File: config.mk
export PLATFORM = sky130hd
export DESIGN_NAME = axi_lite_to_apb_sn_flat
export DESIGN_NICKNAME = d
export VERILOG_FILES = /design/src/rtl/axi_lite_to_apb_sn_if.sv /design/src/rtl/axi_lite_to_apb_sn.sv /design/src/flat_wrapper.sv
export SDC_FILE = /design/constraint.sdc
export NUM_CORES = 1
export LEC_CHECK = 0
export CAP_MARGIN = 20
export CORE_AREA = 2 2 153 155
export CTS_BUF_LIST = sky130_fd_sc_hd__clkbuf_8
export DETAILED_ROUTE_END_ITERATION = 8
export DIE_AREA = 0 0 155 157
export HOLD_SLACK_MARGIN = 0.02
export PLACE_DENSITY = 0.74
export SLEW_MARGIN = 25
export SYNTH_ARGS = -nofsm -noshare
export SYNTH_HDL_FRONTEND = slang
export SYNTH_SLANG_ARGS = --single-unit
export TNS_END_PERCENT = 50
File: constraint.sdc
create_clock -name PCLK -period 3.1 [get_ports PCLK]
set_input_delay 0.775 -clock PCLK [delete_from_list [all_inputs] [get_ports PCLK]]
set_output_delay 0.775 -clock PCLK [all_outputs]
set_load 0.02 [all_outputs]
File: src/rtl/axi_lite_to_apb_sn_if.sv
`default_nettype none
// ============================================================================
//  Module   : axi_lite_to_apb_sn_if
//  Purpose  : Bundles the AXI-Lite slave channels and the multi-slave APB
//             master signals of the axi_lite_to_apb_sn bridge.
//  Modports : slave  - the bridge view (AXI-Lite slave, APB master)
//             master - the environment view (AXI-Lite master, APB slaves)
//  Signals  : AW/W/B and AR/R channels (single-beat, no RLAST),
//             S_PADDR/S_PWRITE/S_PENABLE/S_PWDATA/S_PSTRB/S_PPROT/S_PSEL out,
//             S_PRDATA/S_PREADY/S_PSLVERR packed per slave in.
//  Revision : 1.0 - initial release
// ============================================================================
interface axi_lite_to_apb_sn_if #(
    parameter int NUM_PSLAVE    = 4,
    parameter int WIDTH_PAD     = 32,
    parameter int WIDTH_PDA     = 32,
    parameter int WIDTH_PDS     = WIDTH_PDA / 8,
    parameter int AXI_WIDTH_SID = 8
);
    // AXI-Lite write address / data / response
    logic [AXI_WIDTH_SID-1:0]        AWID;
    logic [WIDTH_PAD-1:0]            AWADDR;
    logic [2:0]                      AWPROT;
    logic                            AWVALID;
    logic                            AWREADY;
    logic [WIDTH_PDA-1:0]            WDATA;
    logic [WIDTH_PDS-1:0]            WSTRB;
    logic                            WVALID;
    logic                            WREADY;
    logic [AXI_WIDTH_SID-1:0]        BID;
    logic [1:0]                      BRESP;
    logic                            BVALID;
    logic                            BREADY;
    // AXI-Lite read address / data
    logic [AXI_WIDTH_SID-1:0]        ARID;
    logic [WIDTH_PAD-1:0]            ARADDR;
    logic [2:0]                      ARPROT;
    logic                            ARVALID;
    logic                            ARREADY;
    logic [AXI_WIDTH_SID-1:0]        RID;
    logic [WIDTH_PDA-1:0]            RDATA;
    logic [1:0]                      RRESP;
    logic                            RVALID;
    logic                            RREADY;
    // APB master side
    logic [WIDTH_PAD-1:0]            S_PADDR;
    logic                            S_PWRITE;
    logic                            S_PENABLE;
    logic [WIDTH_PDA-1:0]            S_PWDATA;
    logic [WIDTH_PDS-1:0]            S_PSTRB;
    logic [2:0]                      S_PPROT;
    logic [NUM_PSLAVE-1:0]           S_PSEL;
    logic [NUM_PSLAVE*WIDTH_PDA-1:0] S_PRDATA;
    logic [NUM_PSLAVE-1:0]           S_PREADY;
    logic [NUM_PSLAVE-1:0]           S_PSLVERR;

    modport slave (
        input  AWID, AWADDR, AWPROT, AWVALID, WDATA, WSTRB, WVALID, BREADY,
        input  ARID, ARADDR, ARPROT, ARVALID, RREADY,
        input  S_PRDATA, S_PREADY, S_PSLVERR,
        output AWREADY, WREADY, BID, BRESP, BVALID,
        output ARREADY, RID, RDATA, RRESP, RVALID,
        output S_PADDR, S_PWRITE, S_PENABLE, S_PWDATA, S_PSTRB, S_PPROT, S_PSEL
    );

    modport master (
        output AWID, AWADDR, AWPROT, AWVALID, WDATA, WSTRB, WVALID, BREADY,
        output ARID, ARADDR, ARPROT, ARVALID, RREADY,
        output S_PRDATA, S_PREADY, S_PSLVERR,
        input  AWREADY, WREADY, BID, BRESP, BVALID,
        input  ARREADY, RID, RDATA, RRESP, RVALID,
        input  S_PADDR, S_PWRITE, S_PENABLE, S_PWDATA, S_PSTRB, S_PPROT, S_PSEL
    );
endinterface
`default_nettype wire

File: src/rtl/axi_lite_to_apb_sn.sv
`default_nettype none
// ============================================================================
//  Module   : axi_lite_to_apb_sn
//  Purpose  : AXI-Lite slave to APB3/APB4 master bridge for NUM_PSLAVE
//             peripherals with a packed base/size address map, PREADY wait
//             states, PSLVERR/DECERR response mapping, an ACCESS timeout and
//             alternating read/write arbitration. One transaction in flight.
//  Ports    : PCLK   - single clock for both sides
//             PRESET - synchronous active-high reset
//             bus    - axi_lite_to_apb_sn_if.slave (AXI-Lite + APB signals)
//  Revision : 1.0 - initial release
// ============================================================================
module axi_lite_to_apb_sn #(
    parameter int NUM_PSLAVE    = 4,
    parameter int WIDTH_PAD     = 32,
    parameter int WIDTH_PDA     = 32,
    parameter int WIDTH_PDS     = WIDTH_PDA / 8,
    parameter int AXI_WIDTH_SID = 8,
    parameter logic [NUM_PSLAVE*WIDTH_PAD-1:0] ADDR_PBASE =
        {32'h0003_0000, 32'h0002_0000, 32'h0001_0000, 32'h0000_0000},
    parameter logic [NUM_PSLAVE*8-1:0] ADDR_PLENGTH =
        {8'd16, 8'd16, 8'd16, 8'd16},
    parameter int TIMEOUT       = 256
) (
    input wire                  PCLK,
    input wire                  PRESET,
    axi_lite_to_apb_sn_if.slave bus
);

    localparam int c_IDX_W = (NUM_PSLAVE > 1) ? $clog2(NUM_PSLAVE) : 1;
    localparam int c_CNT_W = (TIMEOUT > 1) ? $clog2(TIMEOUT) : 1;

    localparam logic [1:0] c_RESP_OKAY   = 2'b00;
    localparam logic [1:0] c_RESP_SLVERR = 2'b10;
    localparam logic [1:0] c_RESP_DECERR = 2'b11;

    typedef enum logic [1:0] {
        S_IDLE   = 2'd0,
        S_SETUP  = 2'd1,
        S_ACCESS = 2'd2,
        S_RESP   = 2'd3
    } state_t;

    state_t                   r_state;
    logic                     r_last_wr;   // type of the most recent grant
    logic                     r_wr;
    logic [AXI_WIDTH_SID-1:0] r_id;
    logic [c_IDX_W-1:0]       r_idx;
    logic [c_CNT_W-1:0]       r_cnt;

    logic [NUM_PSLAVE-1:0]    r_psel;
    logic                     r_penable;
    logic [WIDTH_PAD-1:0]     r_paddr;
    logic                     r_pwrite;
    logic [WIDTH_PDA-1:0]     r_pwdata;
    logic [WIDTH_PDS-1:0]     r_pstrb;
    logic [2:0]               r_pprot;

    logic                     r_bvalid;
    logic [AXI_WIDTH_SID-1:0] r_bid;
    logic [1:0]               r_bresp;
    logic                     r_rvalid;
    logic [AXI_WIDTH_SID-1:0] r_rid;
    logic [1:0]               r_rresp;
    logic [WIDTH_PDA-1:0]     r_rdata;

    logic                     w_idle;
    logic                     w_wr_cand;
    logic                     w_rd_cand;
    logic                     w_grant_wr;
    logic                     w_grant_rd;
    logic [WIDTH_PAD-1:0]     w_addr;
    logic                     w_hit;
    logic [c_IDX_W-1:0]       w_sel_idx;
    logic                     w_pready;
    logic                     w_pslverr;
    logic [WIDTH_PDA-1:0]     w_prdata;
    logic                     w_timeout;
    logic                     w_resp_done;

    // ------------------------------------------------------------------
    // Arbitration. Ready is combinational on valid so that the grant cycle
    // is also the AXI handshake cycle; on contention the type that was not
    // granted last wins. r_last_wr resets high so reads go first.
    // ------------------------------------------------------------------
    assign w_idle     = (r_state == S_IDLE) && !PRESET;
    assign w_wr_cand  = bus.AWVALID && bus.WVALID;
    assign w_rd_cand  = bus.ARVALID;
    assign w_grant_wr = w_idle && w_wr_cand && (!w_rd_cand || !r_last_wr);
    assign w_grant_rd = w_idle && w_rd_cand && !w_grant_wr;
    assign w_addr     = w_grant_wr ? bus.AWADDR : bus.ARADDR;

    // Address decode; scanning downward makes the lowest index win.
    always_comb begin
        w_hit     = 1'b0;
        w_sel_idx = '0;
        for (int i = NUM_PSLAVE - 1; i >= 0; i--) begin
            if ((w_addr >> ADDR_PLENGTH[i*8 +: 8]) ==
                (ADDR_PBASE[i*WIDTH_PAD +: WIDTH_PAD] >> ADDR_PLENGTH[i*8 +: 8])) begin
                w_hit     = 1'b1;
                w_sel_idx = c_IDX_W'(i);
            end
        end
    end

    // Response side of the selected slave.
    assign w_pready  = bus.S_PREADY[r_idx];
    assign w_pslverr = bus.S_PSLVERR[r_idx];
    assign w_prdata  = bus.S_PRDATA[r_idx*WIDTH_PDA +: WIDTH_PDA];

    // r_cnt holds the number of ACCESS cycles already spent without PREADY,
    // so the abort happens in the TIMEOUT-th ACCESS cycle.
    assign w_timeout   = (TIMEOUT != 0) && (r_cnt == c_CNT_W'(TIMEOUT - 1));
    assign w_resp_done = (r_bvalid && bus.BREADY) || (r_rvalid && bus.RREADY);

    always_ff @(posedge PCLK) begin
        if (PRESET) begin
            r_state   <= S_IDLE;
            r_last_wr <= 1'b1;
            r_wr      <= 1'b0;
            r_id      <= '0;
            r_idx     <= '0;
            r_cnt     <= '0;
            r_psel    <= '0;
            r_penable <= 1'b0;
            r_paddr   <= '0;
            r_pwrite  <= 1'b0;
            r_pwdata  <= '0;
            r_pstrb   <= '0;
            r_pprot   <= '0;
            r_bvalid  <= 1'b0;
            r_bid     <= '0;
            r_bresp   <= '0;
            r_rvalid  <= 1'b0;
            r_rid     <= '0;
            r_rresp   <= '0;
            r_rdata   <= '0;
        end else begin
            case (r_state)
                S_IDLE: begin
                    if (w_grant_wr || w_grant_rd) begin
                        r_last_wr <= w_grant_wr;
                        r_wr      <= w_grant_wr;
                        r_id      <= w_grant_wr ? bus.AWID : bus.ARID;
                        if (w_hit) begin
                            r_idx    <= w_sel_idx;
                            r_psel   <= NUM_PSLAVE'(1) << w_sel_idx;
                            r_paddr  <= w_addr;
                            r_pwrite <= w_grant_wr;
                            r_pwdata <= w_grant_wr ? bus.WDATA : '0;
                            r_pstrb  <= w_grant_wr ? bus.WSTRB : '0;
                            r_pprot  <= w_grant_wr ? bus.AWPROT : bus.ARPROT;
                            r_state  <= S_SETUP;
                        end else begin
                            // Unmapped: answer directly, APB stays untouched.
                            if (w_grant_wr) begin
                                r_bvalid <= 1'b1;
                                r_bid    <= bus.AWID;
                                r_bresp  <= c_RESP_DECERR;
                            end else begin
                                r_rvalid <= 1'b1;
                                r_rid    <= bus.ARID;
                                r_rresp  <= c_RESP_DECERR;
                                r_rdata  <= '0;
                            end
                            r_state <= S_RESP;
                        end
                    end
                end

                S_SETUP: begin
                    r_penable <= 1'b1;
                    r_cnt     <= '0;
                    r_state   <= S_ACCESS;
                end

                S_ACCESS: begin
                    if (w_pready || w_timeout) begin
                        r_psel    <= '0;
                        r_penable <= 1'b0;
                        r_state   <= S_RESP;
                        if (r_wr) begin
                            r_bvalid <= 1'b1;
                            r_bid    <= r_id;
                            r_bresp  <= (!w_pready || w_pslverr) ? c_RESP_SLVERR : c_RESP_OKAY;
                        end else begin
                            r_rvalid <= 1'b1;
                            r_rid    <= r_id;
                            r_rresp  <= (!w_pready || w_pslverr) ? c_RESP_SLVERR : c_RESP_OKAY;
                            r_rdata  <= w_pready ? w_prdata : '0;
                        end
                    end else begin
                        r_cnt <= r_cnt + 1'b1;
                    end
                end

                S_RESP: begin
                    if (w_resp_done) begin
                        r_bvalid <= 1'b0;
                        r_rvalid <= 1'b0;
                        r_state  <= S_IDLE;
                    end
                end

                default: r_state <= S_IDLE;
            endcase
        end
    end

    assign bus.AWREADY   = w_grant_wr;
    assign bus.WREADY    = w_grant_wr;
    assign bus.ARREADY   = w_grant_rd;
    assign bus.BVALID    = r_bvalid;
    assign bus.BID       = r_bid;
    assign bus.BRESP     = r_bresp;
    assign bus.RVALID    = r_rvalid;
    assign bus.RID       = r_rid;
    assign bus.RRESP     = r_rresp;
    assign bus.RDATA     = r_rdata;
    assign bus.S_PSEL    = r_psel;
    assign bus.S_PENABLE = r_penable;
    assign bus.S_PADDR   = r_paddr;
    assign bus.S_PWRITE  = r_pwrite;
    assign bus.S_PWDATA  = r_pwdata;
    assign bus.S_PSTRB   = r_pstrb;
    assign bus.S_PPROT   = r_pprot;

endmodule
`default_nettype wire

File: src/flat_wrapper.sv
// flat-port wrapper written by rule: the top's interface ports become plain ports
module axi_lite_to_apb_sn_flat 
#(
    parameter int NUM_PSLAVE    = 4,
    parameter int WIDTH_PAD     = 32,
    parameter int WIDTH_PDA     = 32,
    parameter int WIDTH_PDS     = WIDTH_PDA / 8,
    parameter int AXI_WIDTH_SID = 8,
    parameter logic [NUM_PSLAVE*WIDTH_PAD-1:0] ADDR_PBASE =
        {32'h0003_0000, 32'h0002_0000, 32'h0001_0000, 32'h0000_0000},
    parameter logic [NUM_PSLAVE*8-1:0] ADDR_PLENGTH =
        {8'd16, 8'd16, 8'd16, 8'd16},
    parameter int TIMEOUT       = 256
)
  (PCLK, PRESET, bus_AWID, bus_AWADDR, bus_AWPROT, bus_AWVALID, bus_WDATA, bus_WSTRB, bus_WVALID, bus_BREADY, bus_ARID, bus_ARADDR, bus_ARPROT, bus_ARVALID, bus_RREADY, bus_S_PRDATA, bus_S_PREADY, bus_S_PSLVERR, bus_AWREADY, bus_WREADY, bus_BID, bus_BRESP, bus_BVALID, bus_ARREADY, bus_RID, bus_RDATA, bus_RRESP, bus_RVALID, bus_S_PADDR, bus_S_PWRITE, bus_S_PENABLE, bus_S_PWDATA, bus_S_PSTRB, bus_S_PPROT, bus_S_PSEL);
  axi_lite_to_apb_sn_if #(.NUM_PSLAVE(NUM_PSLAVE), .WIDTH_PAD(WIDTH_PAD), .WIDTH_PDA(WIDTH_PDA), .WIDTH_PDS(WIDTH_PDS), .AXI_WIDTH_SID(AXI_WIDTH_SID)) bus_i ();
  input wire PCLK;
  input wire PRESET;
  input wire logic [$bits(bus_i.AWID)-1:0] bus_AWID;
  input wire logic [$bits(bus_i.AWADDR)-1:0] bus_AWADDR;
  input wire logic [$bits(bus_i.AWPROT)-1:0] bus_AWPROT;
  input wire logic [$bits(bus_i.AWVALID)-1:0] bus_AWVALID;
  input wire logic [$bits(bus_i.WDATA)-1:0] bus_WDATA;
  input wire logic [$bits(bus_i.WSTRB)-1:0] bus_WSTRB;
  input wire logic [$bits(bus_i.WVALID)-1:0] bus_WVALID;
  input wire logic [$bits(bus_i.BREADY)-1:0] bus_BREADY;
  input wire logic [$bits(bus_i.ARID)-1:0] bus_ARID;
  input wire logic [$bits(bus_i.ARADDR)-1:0] bus_ARADDR;
  input wire logic [$bits(bus_i.ARPROT)-1:0] bus_ARPROT;
  input wire logic [$bits(bus_i.ARVALID)-1:0] bus_ARVALID;
  input wire logic [$bits(bus_i.RREADY)-1:0] bus_RREADY;
  input wire logic [$bits(bus_i.S_PRDATA)-1:0] bus_S_PRDATA;
  input wire logic [$bits(bus_i.S_PREADY)-1:0] bus_S_PREADY;
  input wire logic [$bits(bus_i.S_PSLVERR)-1:0] bus_S_PSLVERR;
  output wire logic [$bits(bus_i.AWREADY)-1:0] bus_AWREADY;
  output wire logic [$bits(bus_i.WREADY)-1:0] bus_WREADY;
  output wire logic [$bits(bus_i.BID)-1:0] bus_BID;
  output wire logic [$bits(bus_i.BRESP)-1:0] bus_BRESP;
  output wire logic [$bits(bus_i.BVALID)-1:0] bus_BVALID;
  output wire logic [$bits(bus_i.ARREADY)-1:0] bus_ARREADY;
  output wire logic [$bits(bus_i.RID)-1:0] bus_RID;
  output wire logic [$bits(bus_i.RDATA)-1:0] bus_RDATA;
  output wire logic [$bits(bus_i.RRESP)-1:0] bus_RRESP;
  output wire logic [$bits(bus_i.RVALID)-1:0] bus_RVALID;
  output wire logic [$bits(bus_i.S_PADDR)-1:0] bus_S_PADDR;
  output wire logic [$bits(bus_i.S_PWRITE)-1:0] bus_S_PWRITE;
  output wire logic [$bits(bus_i.S_PENABLE)-1:0] bus_S_PENABLE;
  output wire logic [$bits(bus_i.S_PWDATA)-1:0] bus_S_PWDATA;
  output wire logic [$bits(bus_i.S_PSTRB)-1:0] bus_S_PSTRB;
  output wire logic [$bits(bus_i.S_PPROT)-1:0] bus_S_PPROT;
  output wire logic [$bits(bus_i.S_PSEL)-1:0] bus_S_PSEL;
  assign bus_i.AWID = bus_AWID;
  assign bus_i.AWADDR = bus_AWADDR;
  assign bus_i.AWPROT = bus_AWPROT;
  assign bus_i.AWVALID = bus_AWVALID;
  assign bus_i.WDATA = bus_WDATA;
  assign bus_i.WSTRB = bus_WSTRB;
  assign bus_i.WVALID = bus_WVALID;
  assign bus_i.BREADY = bus_BREADY;
  assign bus_i.ARID = bus_ARID;
  assign bus_i.ARADDR = bus_ARADDR;
  assign bus_i.ARPROT = bus_ARPROT;
  assign bus_i.ARVALID = bus_ARVALID;
  assign bus_i.RREADY = bus_RREADY;
  assign bus_i.S_PRDATA = bus_S_PRDATA;
  assign bus_i.S_PREADY = bus_S_PREADY;
  assign bus_i.S_PSLVERR = bus_S_PSLVERR;
  assign bus_AWREADY = bus_i.AWREADY;
  assign bus_WREADY = bus_i.WREADY;
  assign bus_BID = bus_i.BID;
  assign bus_BRESP = bus_i.BRESP;
  assign bus_BVALID = bus_i.BVALID;
  assign bus_ARREADY = bus_i.ARREADY;
  assign bus_RID = bus_i.RID;
  assign bus_RDATA = bus_i.RDATA;
  assign bus_RRESP = bus_i.RRESP;
  assign bus_RVALID = bus_i.RVALID;
  assign bus_S_PADDR = bus_i.S_PADDR;
  assign bus_S_PWRITE = bus_i.S_PWRITE;
  assign bus_S_PENABLE = bus_i.S_PENABLE;
  assign bus_S_PWDATA = bus_i.S_PWDATA;
  assign bus_S_PSTRB = bus_i.S_PSTRB;
  assign bus_S_PPROT = bus_i.S_PPROT;
  assign bus_S_PSEL = bus_i.S_PSEL;
  axi_lite_to_apb_sn #(.NUM_PSLAVE(NUM_PSLAVE), .WIDTH_PAD(WIDTH_PAD), .WIDTH_PDA(WIDTH_PDA), .WIDTH_PDS(WIDTH_PDS), .AXI_WIDTH_SID(AXI_WIDTH_SID), .ADDR_PBASE(ADDR_PBASE), .ADDR_PLENGTH(ADDR_PLENGTH), .TIMEOUT(TIMEOUT)) u_core (.PCLK(PCLK), .PRESET(PRESET), .bus(bus_i));
endmodule
==> run_results.csv, run 1 <==
group,metric,value,unit
cts,clkSlewWorstSetupHoldPaths,0.09,ns
synthesis,synth_top_area_share,43.1,%
setup_path,worstPathRequired,2.32,ns
synthesis,yosys_warnings,0,
cts,clock_latency,0.45,ns
timing,worstMarginPinSlew,0.800,ns
synthesis,synth_nets,993,
die,fp.dieW,155,microns
pwr,netSwitchingPower,2.09,mW
cts,cts.sinks,153,
synthesis,synth_edf_count,0,
synthesis,syn_area_per_cell,9.83,sq um
status,status,"finished clean",
global_routing,grt_first_pass_wirelength,39500,microns
pwr,swShare,33.9,%
min_path,hold_class,"flop to flop",
routing,antenna_left,0,
setup_path,worst-setup-path-type,"primary input to output pin",
synthesis,ys_types,56,
min_path,hp-start,"u_core.bus.S_PADDR[12]",
final_layout,layout.nets,1395,
synthesis,yosysSeqAreaShare,43.1,%
timing,finalSetupViolCount,0,
routing,drc,0,
pwr,power_density,514,nW/um^2
die,top_level_ports,399,
synthesis,yosysMostFrequentCell,"dfxtp_1",
synthesis,synthesis.area,7100,sq um
timing,rsz0062_at_grt,"no",
synthesis,synth_area_leaders,"dfxtp_1, mux4_2, nand2_1, mux2i_1, a22oi_1",
final_layout,stdcell_count,1422,
cts,cts_hold_buf,0,
cts,htreeDepth,4,
pwr,power,6.17,mW
final_layout,antenna_cells,0,
routing,wire_per_inst,18.9,microns
routing,dr.pass1.iters,5,
timing,hold_viol_final,0,
die,core,22500,sq um
timing,timing.slew.headroom,46.6,%
timing,finalCritPeriodShare,97.5,%
global_routing,grt_pass1_vias,7142,
setup_path,path_max_fanout,6,
pwr,leakage,4.45,nW
final_layout,area_growth,68.9,%
job,drv_cap,0,
routing,drt_iter0_markers,437,
die,initial_core_util,31.6,%
min_path,min_to,"u_core.bus.S_PADDR[12]",
pwr,pwr-share-comb,37.4,%
place,place.gp.congestion,0.894,
cts,cts_tree,"yes",
setup_path,cp-start-kind,"primary input",
pwr,pwr-share-seq,36.5,%
synthesis,ys.flop_type,"dfxtp_1",
setup_path,timing.rr.start,"u_core.r_state[1]",
cts,clock_path_buffers,2,
synthesis,synth.ff_latch_count,153,
timing,fin_crit,3.02,ns
timing,fmax,331,MHz
timing,whs,0.454,ns
cts,cts-root-buf,"clkbuf_8",
timing,skew,0.0155,ns
synthesis,synth_cells,722,
global_routing,antenna_found_initial,2,
place,port_buffers,398,
setup_path,arrival,2.25,ns
synthesis,yosysTopAreaCell,"dfxtp_1",
timing,slew_viol_final,0,
routing,vias,7158,
place,placed_area,11600,sq um
global_routing,grt_max_degree,64,
global_routing,grt_usage,21.1,%
place,placed_cells,1390,
cts,numCtsBuffers,17,
global_routing,grt.overflow.total,0,
pwr,ir_drop,0.000284,V
final_layout,layout-drive-gt1-share,12.9,%
setup_path,r2r_slack,0.62,ns
routing,routed_wl,26900,microns
die,die_height,157,microns
pwr,clkPwrFrac,26.1,%
final_layout,multiInputGateArea,3720,sq um
setup_path,ff2ff_path_depth,9,
final_layout,n_fill_cell,2038,
synthesis,synth_common_cells,"dfxtp_1, nand2_1, nor2_1",
place,hpwl,21000,microns
setup_path,r2r_end,"u_core.bus.S_PSEL[1]",
die,num_rows,55,
min_path,worstHoldPathCells,2,
routing,viasPerCell,5.03,
setup_path,endpoint_kind,"output pin",
pwr,internal_power,4.08,mW
final_layout,seq_area,3060,sq um
final_layout,post-route-cell-area,12000,sq um
synthesis,async_flop_share,0,%
die,dieArea,24300,sq um
[final cells by class]
class | instances | share of cell area, %
timing repair buffer | 437 | 36.4
multi-input combinational | 498 | 31.0
sequential | 153 | 25.5
tap | 285 | 2.97
clock buffer | 17 | 1.95
clock inverter | 15 | 1.50
inverter | 17 | 0.553
[layout by cell type, fill, tap and decap left out, drive strengths merged, types with 23 or more instances in the layout]
cell type,Yosys,final
dfxtp,153,153
nor2,61,61
clkdlybuf4s50,0,394
inv,16,25
nand2,124,124
mux4,34,34
a22oi,38,38
mux2i,37,37
buf,18,41
a21oi,32,32
o21a,23,23
[state kept, by name, summed over array words and instances (netlist names), 2 cells and up]
name / cells
u_core.bus.RDATA: 32
u_core.bus.S_PADDR: 32
u_core.bus.S_PWDATA: 32
u_core.bus.BID: 8
u_core.bus.RID: 8
u_core.r_cnt: 8
u_core.r_id: 8
u_core.bus.S_PSEL: 4
u_core.bus.S_PSTRB: 4
u_core.bus.S_PPROT: 3
u_core.bus.BRESP: 2
u_core.bus.RRESP: 2
u_core.r_idx: 2
u_core.r_state: 2
[stage by stage]
step | TNS (ns) | util, % | setup slack [ns]
2_1_floorplan | 0 | - | 0.572
3_3_place_gp | -0.780 | 51.4 | -0.349
3_5_place_dp | -0.941 | 51.4 | -0.342
4_1_cts | -0.106 | 53.3 | -0.0535
5_1_grt | 0 | 53.3 | 0.000803
6_report | 0 | 53.3 | 0.0761
[power groups by stage]
stage,logic (mW),clock network (mW),registers [mW]
finish,2.31,1.61,2.25
global route,2.47,1.75,2.28
CTS,2.32,1.66,2.25
detailed placement,2.31,0,2.30
global placement,2.28,0,2.29
floorplan,1.15,0,2.45
[per-layer routing]
metal	track usage (%)	up-vias	routed length [microns]
li1	-	3421	-
met1	25.3	3381	10500
met2	34.9	319	13000
met3	8.45	33	2790
met4	6.35	4	552
met5	0	-	22
[cells by family (layout without fill, tap and decap cells)]
kind of cell	count (synthesis)	count (layout)	share of synthesized area (%)
compound gates	156	156	16.5
xor+xnor	1	1	0.123
fa+ha+maj	6	6	1.06
buf+inv	71	486	4.77
flops	153	153	43.1
mux	90	90	19.1
simple gates	245	245	15.2
[critical path, cell delays in order]
cell and delay, ns:
clkdlybuf4s50_1 0.49, nand2_1 0.11, or3b_4 0.43, inv_4 0.10
buf_4 0.17, buf_4 0.16
[worst max-delay path by stage]
stage / cells past startpoint / slack [ns] / endpoint / start
5_1_grt: 6 / 0.0008 / bus_WREADY / bus_AWVALID
6_report: 6 / 0.08 / bus_WREADY / bus_AWVALID
3_5_place_dp: 5 / -0.34 / bus_AWREADY / bus_AWVALID
4_1_cts: 5 / -0.05 / bus_AWREADY / bus_AWVALID
2_1_floorplan: 5 / 0.57 / bus_WREADY / PRESET
3_3_place_gp: 5 / -0.35 / bus_AWREADY / bus_AWVALID
[repair_timing]
action / in CTS / in global routing
pin swaps: 0 / 0
endpoints found under the setup margin: 3 / 2
cloned: 0 / 0
gates resized for setup: 3 / 2
buffers inserted: 0 / 0
Note: power is estimated with default switching activity, not from simulation.
==> inputs of run 2 (changes only) <==
--- a/config.mk
+++ b/config.mk
@@ -12,6 +12,7 @@
 export DIE_AREA = 0 0 155 157
 export HOLD_SLACK_MARGIN = 0.02
 export PLACE_DENSITY = 0.74
+export SKIP_LAST_GASP = 1
 export SLEW_MARGIN = 25
 export SYNTH_ARGS = -nofsm -noshare
 export SYNTH_HDL_FRONTEND = slang
==> constraint.sdc (replaced) <==
create_clock -name PCLK -period 3.1 [get_ports PCLK]
set_input_delay 0.62 -clock PCLK [delete_from_list [all_inputs] [get_ports PCLK]]
set_output_delay 0.62 -clock PCLK [all_outputs]
set_load 0.02 [all_outputs]
==> run 2 against run 1 <==
  * Clock skew hardly changed
  * Combinational power fell by 3%
  * Maximum frequency grew 5.6%
  * Sequential power is essentially flat
  * Critical endpoint unchanged
  * Cell area fell by 1.3%
  * Flip-flop and latch count unchanged
  * Highest routed layer is now met4
  * Total power decreased by 2.6%
  * Via count decreased by 1.5%
  * Count of clock-buffer cells in the layout did not move
  * Worst setup slack better by 0.16 ns
  * Critical path type unchanged
  * Largest power group is now sequential cells
==> run_results.csv, run 2 (synthesis gave the netlist of run 1 again) <==
group,metric,value,unit
status,status,"finished clean",
cts,cts_hold_buf,0,
pwr,power_density,508,nW/um^2
routing,drt_iter0_markers,362,
final_layout,stdcell_count,1411,
setup_path,arrival,2.24,ns
cts,cts_resized,1,
timing,skew,0.0157,ns
job,drv_cap,0,
timing,finalCritPeriodShare,92.4,%
routing,drc,0,
setup_path,endpoint_kind,"output pin",
cts,cts_tree,"yes",
die,top_level_ports,399,
timing,fin_tns_setup,0,ns
timing,fmax,349,MHz
die,die_height,157,microns
setup_path,crit_path_cell_trace,"clkdlybuf4s50_1, nand2_1, or3b_2, inv_2, buf_4, buf_4",
final_layout,post-route-cell-area,11800,sq um
routing,viasPerCell,5.00,
timing,fin_crit,2.86,ns
setup_path,critPathMaxStageDelay,0.53,ns
final_layout,layout.nets,1384,
cts,htreeDepth,4,
place,hpwl,20600,microns
final_layout,antenna_cells,0,
routing,antenna_left,0,
setup_path,path_delay_family,"buffers and inverters",
setup_path,path_max_fanout,6,
die,initial_core_util,31.6,%
cts,cts_setup_buffers,0,
timing,hold_viol_final,0,
final_layout,final_core_util,52.6,%
final_layout,final_common_cell,"clkdlybuf4s50_1",
timing,slew_viol_final,0,
global_routing,grt.overflow.total,0,
timing,whs,0.456,ns
setup_path,worstSetupStartpoint,"bus_AWVALID",
setup_path,ff2ff_path_depth,9,
final_layout,area_growth,66.8,%
setup_path,r2r_slack,0.53,ns
place,port_buffers,398,
setup_path,critical-path-slowest-cell,"or3b_2",
setup_path,timing.rr.start,"u_core.r_state[0]",
cts,cts.sinks,153,
cts,clock_latency,0.45,ns
timing,rsz0062_at_grt,"no",
cts,clock_path_buffers,2,
timing,worstMarginPinSlew,0.974,ns
global_routing,antenna_found_initial,0,
min_path,hold_class,"flop to flop",
global_routing,grt_first_pass_wirelength,39200,microns
setup_path,endpoint,"bus_WREADY",
timing,timing.slew.headroom,35.1,%
cts,clkSlewWorstSetupHoldPaths,0.09,ns
setup_path,r2r_end,"u_core.bus.S_PADDR[10]",
die,num_rows,55,
final_layout,final_cell_mix,"clkdlybuf4s50_1, dfxtp_1, nand2_1",
setup_path,crit_top_cell,"buf_4",
routing,wire_per_inst,18.9,microns
die,fp.dieW,155,microns
final_layout,layout-drive-gt1-share,12.1,%
timing,finalSetupViolCount,0,
setup_path,cp-start-kind,"primary input",
place,place.gp.congestion,0.915,
timing,fin_ws,0.236,ns
setup_path,worst-setup-path-type,"primary input to output pin",
place,placed_area,11500,sq um
global_routing,grt_pass1_vias,6962,
pwr,ir_drop,0.000310,V
setup_path,worstPathRequired,2.48,ns
die,dieArea,24300,sq um
place,placed_cells,1379,
routing,vias,7052,
setup_path,cp.depth,6,
cts,numCtsBuffers,17,
place,dp_slack,-0.0333,ns
routing,dr.pass1.iters,4,
setup_path,path_buf_inv,4,
cts,cts-root-buf,"clkbuf_8",
pwr,leakage,4.37,nW
global_routing,grt_usage,21.0,%
global_routing,grt_max_degree,84,
routing,routed_wl,26600,microns
pwr,power,6.01,mW
die,core,22500,sq um
[run 2: worst min path at each step]
stage,start,endpoint,slack (ns),depth (start not counted)
after floorplan,u_core.r_cnt[3],u_core.r_cnt[3],0.46,2
after global placement,u_core.bus.S_PADDR[3],u_core.bus.S_PADDR[3],0.44,2
after detailed placement,u_core.bus.S_PADDR[1],u_core.bus.S_PADDR[1],0.44,2
after CTS,u_core.bus.S_PADDR[1],u_core.bus.S_PADDR[1],0.46,2
after global routing,u_core.bus.S_PADDR[0],u_core.bus.S_PADDR[0],0.47,2
final,u_core.bus.S_PADDR[1],u_core.bus.S_PADDR[1],0.46,2
[run 2: worst min-delay path: stages (launching register included)]
cell and delay [ns]:
dfxtp_1 0.32, nand2_1 0.05, a21oi_1 0.05
[run 2: area by class of cell]
type,instances,area [sq um]
clock inverter,15,153
inverter,17,63.8
multi-input combinational,498,3720
sequential,153,3060
fill,2040,10700
clock buffer,17,234
timing repair buffer,426,4250
tap,285,357
[run 2: per-layer routing]
layer / GRT usage (%) / part of all wire [%] / vias to the layer above / routed length [microns]
li1: - / - / 3403 / -
met1: 25.9 / 41 / 3321 / 11000
met2: 34.6 / 48 / 305 / 12800
met3: 7.19 / 8.5 / 23 / 2250
met4: 6.57 / 2.0 / 0 / 540
met5: 0 / 0 / - / 0
[run 2: power breakdown]
part	switching, mW	internal (mW)
Sequential	0.105	2.15
Combinational	1.11	1.13
Clock	0.855	0.667
Total	2.07	3.94
==> inputs of run 3 (changes only) <==
--- a/config.mk
+++ b/config.mk
@@ -6,12 +6,12 @@
 export NUM_CORES = 1
 export LEC_CHECK = 0
 export CAP_MARGIN = 20
-export CORE_AREA = 2 2 153 155
-export CTS_BUF_LIST = sky130_fd_sc_hd__clkbuf_8
+export CORE_AREA = 2 2 155 157
+export CTS_BUF_LIST = sky130_fd_sc_hd__clkbuf_4 sky130_fd_sc_hd__clkbuf_8 sky130_fd_sc_hd__clkbuf_16
 export DETAILED_ROUTE_END_ITERATION = 8
-export DIE_AREA = 0 0 155 157
+export DIE_AREA = 0 0 157 159
 export HOLD_SLACK_MARGIN = 0.02
-export PLACE_DENSITY = 0.74
+export PLACE_DENSITY = 0.72
 export SKIP_LAST_GASP = 1
 export SLEW_MARGIN = 25
 export SYNTH_ARGS = -nofsm -noshare
==> run 3 against run 2 <==
  * Sequential power about the same
  * Final cell count increased by 2.4%
  * Count of clock-buffer cells in the layout unchanged
  * Non-clock buffer count unchanged
  * Flip-flop and latch count unchanged
  * Total power increased by 8.2%
  * Via count increased by 0.50%
  * Largest power group unchanged
  * Critical path depth decreased by 1
  * Worst hold slack got worse by 0.0036 ns
  * Die area increased by 2.6%
  * Cell area increased by 2.1%
==> run_results.csv, run 3 (synthesis gave the netlist of run 1 again) <==
group,metric,value,unit
status,status,"finished clean",
routing,drc,0,
final_layout,final_cell_mix,"clkdlybuf4s50_1, dfxtp_1, nand2_1",
setup_path,timing.rr.start,"u_core.r_state[0]",
global_routing,antenna_found_initial,0,
routing,dr.pass1.iters,5,
pwr,ir_drop,0.000453,V
global_routing,grt_pass1_vias,7047,
timing,timing.slew.headroom,54.2,%
min_path,worstHoldPathCells,2,
timing,fmax,350,MHz
routing,vias,7087,
die,num_rows,56,
timing,skew,0.0127,ns
final_layout,layout.nets,1384,
global_routing,grt_usage,20.5,%
die,fp.dieW,157,microns
final_layout,n_fill_cell,2100,
die,initial_core_util,30.6,%
timing,finalSetupViolCount,0,
cts,cts_tree,"yes",
cts,htreeDepth,4,
pwr,power_density,538,nW/um^2
cts,clock_path_buffers,2,
cts,cts_setup_buffers,0,
place,hpwl,20100,microns
final_layout,antenna_cells,0,
setup_path,path_max_fanout,3,
timing,finalCritPeriodShare,92.1,%
pwr,leakage,4.46,nW
timing,hold_viol_final,0,
final_layout,area_growth,70.3,%
final_layout,post-route-cell-area,12100,sq um
final_layout,stdcell_count,1445,
cts,cts-root-buf,"clkbuf_16",
timing,fin_tns_setup,0,ns
routing,drt_iter0_markers,387,
min_path,min_to,"u_core.bus.S_PADDR[3]",
cts,cts_hold_buf,0,
place,place.gp.congestion,0.891,
setup_path,arrival,2.23,ns
place,placed_cells,1413,
min_path,hp-start,"u_core.bus.S_PADDR[3]",
timing,fin_crit,2.85,ns
die,dieArea,25000,sq um
global_routing,grt.overflow.total,0,
cts,cts.sinks,153,
setup_path,endpoint_kind,"output pin",
place,port_buffers,398,
cts,clock_latency,0.42,ns
global_routing,grt_first_pass_wirelength,39600,microns
setup_path,cp-start-kind,"primary input",
cts,clkSlewWorstSetupHoldPaths,0.07,ns
setup_path,r2r_slack,0.60,ns
final_layout,layout-drive-gt1-share,12.1,%
setup_path,ff2ff_path_depth,8,
job,drv_cap,0,
die,top_level_ports,399,
timing,rsz0062_at_grt,"no",
routing,viasPerCell,4.90,
routing,routed_wl,26200,microns
timing,slew_viol_final,0,
routing,wire_per_inst,18.1,microns
die,die_height,159,microns
die,core,23200,sq um
place,placed_area,11500,sq um
final_layout,final_common_cell,"clkdlybuf4s50_1",
timing,worstMarginPinSlew,0.687,ns
setup_path,r2r_end,"u_core.bus.S_PSEL[2]",
routing,antenna_left,0,
min_path,hold_class,"flop to flop",
global_routing,grt_max_degree,66,
setup_path,worst-setup-path-type,"primary input to output pin",
setup_path,worstPathRequired,2.48,ns
cts,numCtsBuffers,17,
## run 3: changes by cell type in the layout (fill, tap and decap cells not counted)
cell	change
clkinv_4	+1
clkbuf_8	-17
inv_6	-3
clkinvlp_4	+1
buf_12	+1
clkbuf_16	+17
clkinv_2	-2
inv_8	+2
bufinv_16	-1
clkinv_8	+2
buf_4	-1
## run 3: where the power goes
group	internal, mW	switching (mW)	leakage [nW]
clock	1.08	0.948	0.277
combinational	1.11	1.12	2.94
sequential	2.15	0.101	1.24
total	4.34	2.17	4.46
## run 3: how the worst max path moves through the flow
| stage | from | to | slack, ns |
|---|---|---|---|
| floorplan | u_core.r_state[0] | u_core.bus.BRESP[1] | 0.87 |
| global placement | bus_AWVALID | bus_WREADY | -0.02 |
| detailed placement | bus_AWVALID | bus_WREADY | -0.002 |
| CTS | bus_AWVALID | bus_AWREADY | -0.003 |
| global route | bus_AWVALID | bus_WREADY | 0.20 |
| finish | bus_AWVALID | bus_WREADY | 0.25 |
## run 3: what timing repair did
action / 4_1_cts / 5_1_grt
endpoints found under the setup margin: 2 / 1
endpoints found under the hold margin: 0 / 0
gates resized for setup: 1 / 1
## run 3: critical path: stages
cell,delay (ns)
clkdlybuf4s50_1,0.51
nand2_1,0.09
or3b_2,0.49
inv_2,0.15
dlygate4sd2_1,0.36
## run 3: metrics by stage
step                      total power [mW]  worst slack [ns]  utilization (%)  hold slack [ns]
final                                 6.50             0.246             52.2            0.452
after global routing                  6.85             0.200             52.2            0.461
after detailed placement              4.53          -0.00207             49.6            0.445
after floorplan                       3.60             0.866                -            0.463
after global placement                4.50           -0.0211             49.6            0.437
after CTS                             6.57          -0.00327             52.1            0.454
## run 3: layout make-up
type                    instances  area (sq um)  area share (%)
flip-flops and latches        153          3060            25.3
multi-input cells             498          3720            30.8
well taps                     319           399            3.30
clock inverters                15           158            1.30
inverters                      17          63.8           0.528
repair buffers                426          4270            35.3
clock buffers                  17           425            3.52
## run 3: metal layers
| layer | GRT usage [%] | up-vias | wire length, microns |
|---|---|---|---|
| met1 | 25.7 | 3321 | 10700 |
| met2 | 33.3 | 323 | 12400 |
| li1 | - | 3399 | - |
| met3 | 5.82 | 44 | 2200 |
| met4 | 7.76 | 0 | 850 |
| met5 | 0 | - | 0 |
